==> config.mk <==
export PLATFORM = sky130hd
export DESIGN_NAME = seq_stream_tx
export DESIGN_NICKNAME = d
export VERILOG_FILES = /design/src/rtl/seq_stream_tx.sv
export SDC_FILE = /design/constraint.sdc
export NUM_CORES = 1
export LEC_CHECK = 0
export ABC_AREA = 1
export CORE_MARGIN = 2
export CORE_UTILIZATION = 30
export DETAILED_ROUTE_END_ITERATION = 12
export HOLD_SLACK_MARGIN = 0.02
export PLACE_DENSITY_LB_ADDON = 0.25
export SYNTH_ARGS = -nofsm -noshare
export SYNTH_HDL_FRONTEND = slang
export SYNTH_SLANG_ARGS = --single-unit
==> constraint.sdc <==
create_clock -name clk -period 4.65 [get_ports clk]
set_clock_uncertainty 0.2 [all_clocks]
set_input_delay 1.1625 -clock clk [delete_from_list [all_inputs] [get_ports clk]]
set_output_delay 1.1625 -clock clk [all_outputs]
set_load 0.05 [all_outputs]
==> src/rtl/seq_stream_tx.sv <==
// Serial "1101" pattern transmitter: shifts a loaded word out MSB-first, repeated
// back-to-back, while a reference model of the detector counts expected hits.
module seq_stream_tx #(
    parameter int unsigned WIDTH = 16,
    parameter int unsigned CNT_W = 8
) (
    input  logic             clk,
    input  logic             rst_n,
    input  logic             load_valid,
    output logic             load_ready,
    input  logic [WIDTH-1:0] load_data,
    input  logic [CNT_W-1:0] load_reps,
    output logic             dout,
    output logic             dout_valid,
    input  logic             dout_ready,
    output logic             busy,
    output logic             done,
    output logic [CNT_W-1:0] hit_cnt
);

    localparam int unsigned IDX_W = (WIDTH > 1) ? $clog2(WIDTH) : 1;

    typedef enum logic [1:0] {ST_IDLE, ST_SEND, ST_DONE} state_t;
    typedef enum logic [1:0] {M_S0, M_S1, M_S2, M_S3} mstate_t;

    state_t           r_state;
    state_t           w_state_nxt;
    mstate_t          r_mstate;
    mstate_t          w_mstate_nxt;
    logic [WIDTH-1:0] r_word;
    logic [WIDTH-1:0] r_shift;
    logic [IDX_W-1:0] r_bit_idx;
    logic [CNT_W-1:0] r_reps_left;
    logic [CNT_W-1:0] r_hit_cnt;
    logic             r_load_ready;
    logic             r_dout_valid;
    logic             r_done;

    logic             w_load_fire;
    logic             w_bit_fire;
    logic             w_last_bit;
    logic             w_last_rep;
    logic             w_bit;
    logic             w_hit;
    logic             w_load_ready_nxt;
    logic             w_dout_valid_nxt;
    logic             w_done_nxt;

    assign w_load_fire = load_valid & r_load_ready;
    assign w_bit_fire  = r_dout_valid & dout_ready;
    assign w_last_bit  = (r_bit_idx == '0);
    assign w_last_rep  = (r_reps_left <= CNT_W'(1));
    assign w_bit       = r_shift[WIDTH-1];

    // State register
    always_ff @(posedge clk or negedge rst_n) begin
        if (!rst_n) begin
            r_state <= ST_IDLE;
        end else begin
            r_state <= w_state_nxt;
        end
    end

    // Next-state logic
    always_comb begin
        w_state_nxt = r_state;
        case (r_state)
            ST_IDLE: if (w_load_fire) w_state_nxt = ST_SEND;
            ST_SEND: if (w_bit_fire && w_last_bit && w_last_rep) w_state_nxt = ST_DONE;
            ST_DONE: w_state_nxt = ST_IDLE;
            default: w_state_nxt = ST_IDLE;
        endcase
    end

    // Output decode from the upcoming state, registered below
    always_comb begin
        w_load_ready_nxt = 1'b0;
        w_dout_valid_nxt = 1'b0;
        w_done_nxt       = 1'b0;
        case (w_state_nxt)
            ST_IDLE: w_load_ready_nxt = 1'b1;
            ST_SEND: w_dout_valid_nxt = 1'b1;
            ST_DONE: w_done_nxt       = 1'b1;
            default: w_load_ready_nxt = 1'b0;
        endcase
    end

    always_ff @(posedge clk or negedge rst_n) begin
        if (!rst_n) begin
            r_load_ready <= 1'b0;
            r_dout_valid <= 1'b0;
            r_done       <= 1'b0;
        end else begin
            r_load_ready <= w_load_ready_nxt;
            r_dout_valid <= w_dout_valid_nxt;
            r_done       <= w_done_nxt;
        end
    end

    // Reference "1101" detector model (Mealy, overlapping hits)
    always_comb begin
        w_mstate_nxt = M_S0;
        w_hit        = 1'b0;
        case (r_mstate)
            M_S0: w_mstate_nxt = w_bit ? M_S1 : M_S0;
            M_S1: w_mstate_nxt = w_bit ? M_S2 : M_S0;
            M_S2: w_mstate_nxt = w_bit ? M_S2 : M_S3;
            M_S3: begin
                w_mstate_nxt = w_bit ? M_S1 : M_S0;
                w_hit        = w_bit;
            end
            default: w_mstate_nxt = M_S0;
        endcase
    end

    // Datapath: word/shift registers, counters, model state
    always_ff @(posedge clk or negedge rst_n) begin
        if (!rst_n) begin
            r_word      <= '0;
            r_shift     <= '0;
            r_bit_idx   <= '0;
            r_reps_left <= '0;
            r_mstate    <= M_S0;
            r_hit_cnt   <= '0;
        end else if (w_load_fire) begin
            r_word      <= load_data;
            r_shift     <= load_data;
            r_bit_idx   <= IDX_W'(WIDTH - 1);
            r_reps_left <= (load_reps == '0) ? CNT_W'(1) : load_reps;
            r_mstate    <= M_S0;
            r_hit_cnt   <= '0;
        end else if (w_bit_fire) begin
            r_mstate <= w_mstate_nxt;
            if (w_hit && !(&r_hit_cnt)) begin
                r_hit_cnt <= r_hit_cnt + CNT_W'(1);
            end
            if (w_last_bit && !w_last_rep) begin
                // Reload with no gap so the next word's MSB follows immediately
                r_shift     <= r_word;
                r_reps_left <= r_reps_left - CNT_W'(1);
                r_bit_idx   <= IDX_W'(WIDTH - 1);
            end else begin
                r_shift <= r_shift << 1;
                if (!w_last_bit) begin
                    r_bit_idx <= r_bit_idx - IDX_W'(1);
                end
            end
        end
    end

    assign load_ready = r_load_ready;
    assign dout       = r_shift[WIDTH-1];
    assign dout_valid = r_dout_valid;
    assign busy       = r_dout_valid;
    assign done       = r_done;
    assign hit_cnt    = r_hit_cnt;

endmodule

==> results_dict.tcl <==
set metrics [dict create \
    crit_end "r_shift[7]" \
    synth.avg_cell_area_um2 7.48 \
    ys_seq_area_share_pct 46.2 \
    cts_sinks 59 \
    vias 2737 \
    synth_area_leaders "dfrtp_1 46%, nand2_1 16%, inv_1 8.0%, o21ai_0 3.8%, ha_1 3.1%" \
    gp_congestion 0.804 \
    postRouteAntennaNets 0 \
    dp_hpwl_mm 4.98 \
    postCtsHoldBufs 0 \
    slew_headroom_pct 30.8 \
    worstMarginPinSlew_ns 1.04 \
    grt_max_degree 47 \
    synth_cells 427 \
    yosysUniqueCellTypes 32 \
    die_y_um 107 \
    coreArea_um2 10300 \
    die_w_um 107 \
    yosys.area.top_type "dfrtp_1" \
    numPortBuffers 40 \
    synth-seq-cells 59 \
    grt_pass1_wl_mm 13.0 \
    ios 41 \
    routed_via_density 4.51 \
    maxCapViolations 0 \
    outcome "complete, no violations" \
    grt-ovfl-total 0 \
    hold_path_startpoint "r_state[1]" \
    yosysMostFrequentCell "nand2_1" \
    worstHoldPathType "flip-flop to flip-flop" \
    post-route-period-util_pct 65.6 \
    clockBufferDepth 2 \
    reg2reg_slack_ns 2.33 \
    finalMaxSlewViolations 0 \
    hold_violations 0 \
    syn_nets 463 \
    startpoint "load_valid" \
    cts_setup_buffers 0 \
    dpl_cell_area_um2 3700 \
    hold_ws_ns 0.264 \
    setup-tns-final_ns 0 \
    leakagePower_uw 0.00195 \
    nets 502 \
    crit_required_ns 4.72 \
    drc_errors 0 \
    worstSkewPairLatency_ns 0.34 \
    grtUsageTotal_pct 14.1 \
    preCtsSetupSlack_ns 1.19 \
    peakVddDrop_v 0.000173 \
    diodes 0 \
    r2r-end "r_reps_left[2]" \
    postLayoutSetupSlackWorst_ns 1.60 \
    grt_pass1_vias 2832 \
    cts.htree.levels 3 \
    rr_worst_depth 10 \
    r2r-start "r_reps_left[0]" \
    synth-main-ff-cell "dfrtp_1" \
    power_density_nw_per_um2 618 \
    cpPeakStageDelay_ns 0.47 \
    cts_root_buf "clkbuf_8" \
    wl_mm 7.23 \
    synth_top_area_share_pct 46.2 \
    synth_async_sr_flop_share_pct 100 \
    die-area_um2 11500 \
    initial_core_util_pct 31.0 \
    drtPass1Iterations 4 \
    startpoint_type "primary input" \
    synth_commonest_cells "132 x nand2_1, 68 x inv_1, 59 x dfrtp_1" \
    cts_tree "built" \
    ys_warn_count 0 \
    area_delta_synth_final_pct 22.6 \
    synthesis.area_um2 3200 \
    cp_data_arrival_time_ns 3.12 \
    row_count 37 \
    cts_resized 0 \
    crit_fanout 35 \
    crit_slowest_cell "clkdlybuf4s50_1" \
    cp-end-kind "flip-flop" \
    finish.instance_area_um2 3920 \
    fillers 1081 \
    fin_crit_ns 3.05 \
    wl_per_cell_um 11.9 \
    setup_viol 0 \
    fmax_mhz 328 \
    critical_path_class "primary input to flip-flop" \
    instances_no_fill 607 \
    antenna_found_initial 0 \
    dp_cells 591 \
    drt_iter0_drc 121 \
    cp_cell_sequence "clkdlybuf4s50_1 -> nand2_2 -> nand2_1 -> buf_4 -> inv_1 -> a21oi_1 -> nand2_1 -> nand2_1" \
    clk_pin_slew_ns 0.07 \
    synth_edf_count 0 \
    grt_setup_unrepaired "no" \
    drive_gt1_share_pct 7.01 \
    cts_buffers 9 \
    cp_common_cell "nand2_1" \
]
==> through the flow <==
| stage | util (%) | total power (uW) |
|---|---|---|
| after floorplan | - | 1670 |
| after global placement | 35.9 | 1900 |
| after detailed placement | 35.9 | 1930 |
| after CTS | 38.0 | 2450 |
| after global routing | 38.0 | 2660 |
| final | 38.0 | 2420 |
==> worst max-delay path: cells and delay by family <==
family	cells	cell delay [ns]
AOI/OAI and AO/OA	1	0.20
and+or+nand+nor	4	0.71
buffers and inverters	3	1.04
==> layer usage <==
| metal | GRT usage [%] | part of all wire, % | up-vias |
|---|---|---|---|
| met3 | 3.40 | 3.7 | 4 |
| met5 | 0 | 0 | - |
| met2 | 24.2 | 49 | 44 |
| li1 | - | - | 1417 |
| met4 | 4.17 | 0.83 | 0 |
| met1 | 17.7 | 46 | 1272 |
==> cell families (layout without fill, tap and decap cells) <==
group	after synthesis	in the layout	synth area share, %
compound gates	71	71	11.9
xor+xnor	7	7	1.92
fa+ha+maj	8	8	3.13
buf+inv	89	133	11.3
flops	59	59	46.2
mux	1	1	0.313
simple gates	192	192	25.2
==> layout make-up <==
| type | count | area, um2 | share of cell area (%) |
|---|---|---|---|
| inverters | 74 | 278 | 7.09 |
| clock inverters | 7 | 92.6 | 2.36 |
| well taps | 136 | 170 | 4.34 |
| clock buffers | 9 | 124 | 3.16 |
| repair buffers | 43 | 418 | 10.7 |
| multi-input cells | 279 | 1360 | 34.7 |
| flip-flops and latches | 59 | 1480 | 37.7 |
==> power by group <==
part	internal, uW	leakage [uW]	switching [uW]
registers	726	0.000743	125
logic	375	0.00111	682
clock network	299	0.000101	216
==> placed cells by master (no fill, tap or decap), types with 4 or more instances in the layout <==
| master | count |
|---|---|
| xor2_1 | 5 |
| ha_1 | 8 |
| dfrtp_1 | 59 |
| inv_2 | 5 |
| inv_1 | 68 |
| clkbuf_8 | 9 |
| o21ai_0 | 24 |
| nand3_1 | 18 |
| nor3_1 | 4 |
| nand4_1 | 6 |
| nand2_1 | 131 |
| clkdlybuf4s50_1 | 39 |
| nor2_1 | 25 |
| a21oi_1 | 19 |
| o22ai_1 | 12 |
| o21ai_1 | 12 |
==> how the worst min path moves through the flow <==
| stage | end | slack (ns) | cells past startpoint |
|---|---|---|---|
| floorplan | done | 0.23 | 1 |
| global placement | r_state[1] | 0.25 | 1 |
| detailed placement | r_state[1] | 0.26 | 1 |
| CTS | r_state[1] | 0.27 | 1 |
| global route | r_state[1] | 0.29 | 1 |
| finish | done | 0.26 | 1 |
==> flip-flops by register name (all words and copies together), names as in the netlist <==
| register | cells |
|---|---|
| load_ready | 1 |
| r_bit_idx | 4 |
| r_mstate | 2 |
| done | 1 |
| r_reps_left | 8 |
| r_word | 16 |
| r_shift | 16 |
| hit_cnt | 8 |
| busy | 1 |
| r_state | 2 |
Power figures use the tool's default switching activity.
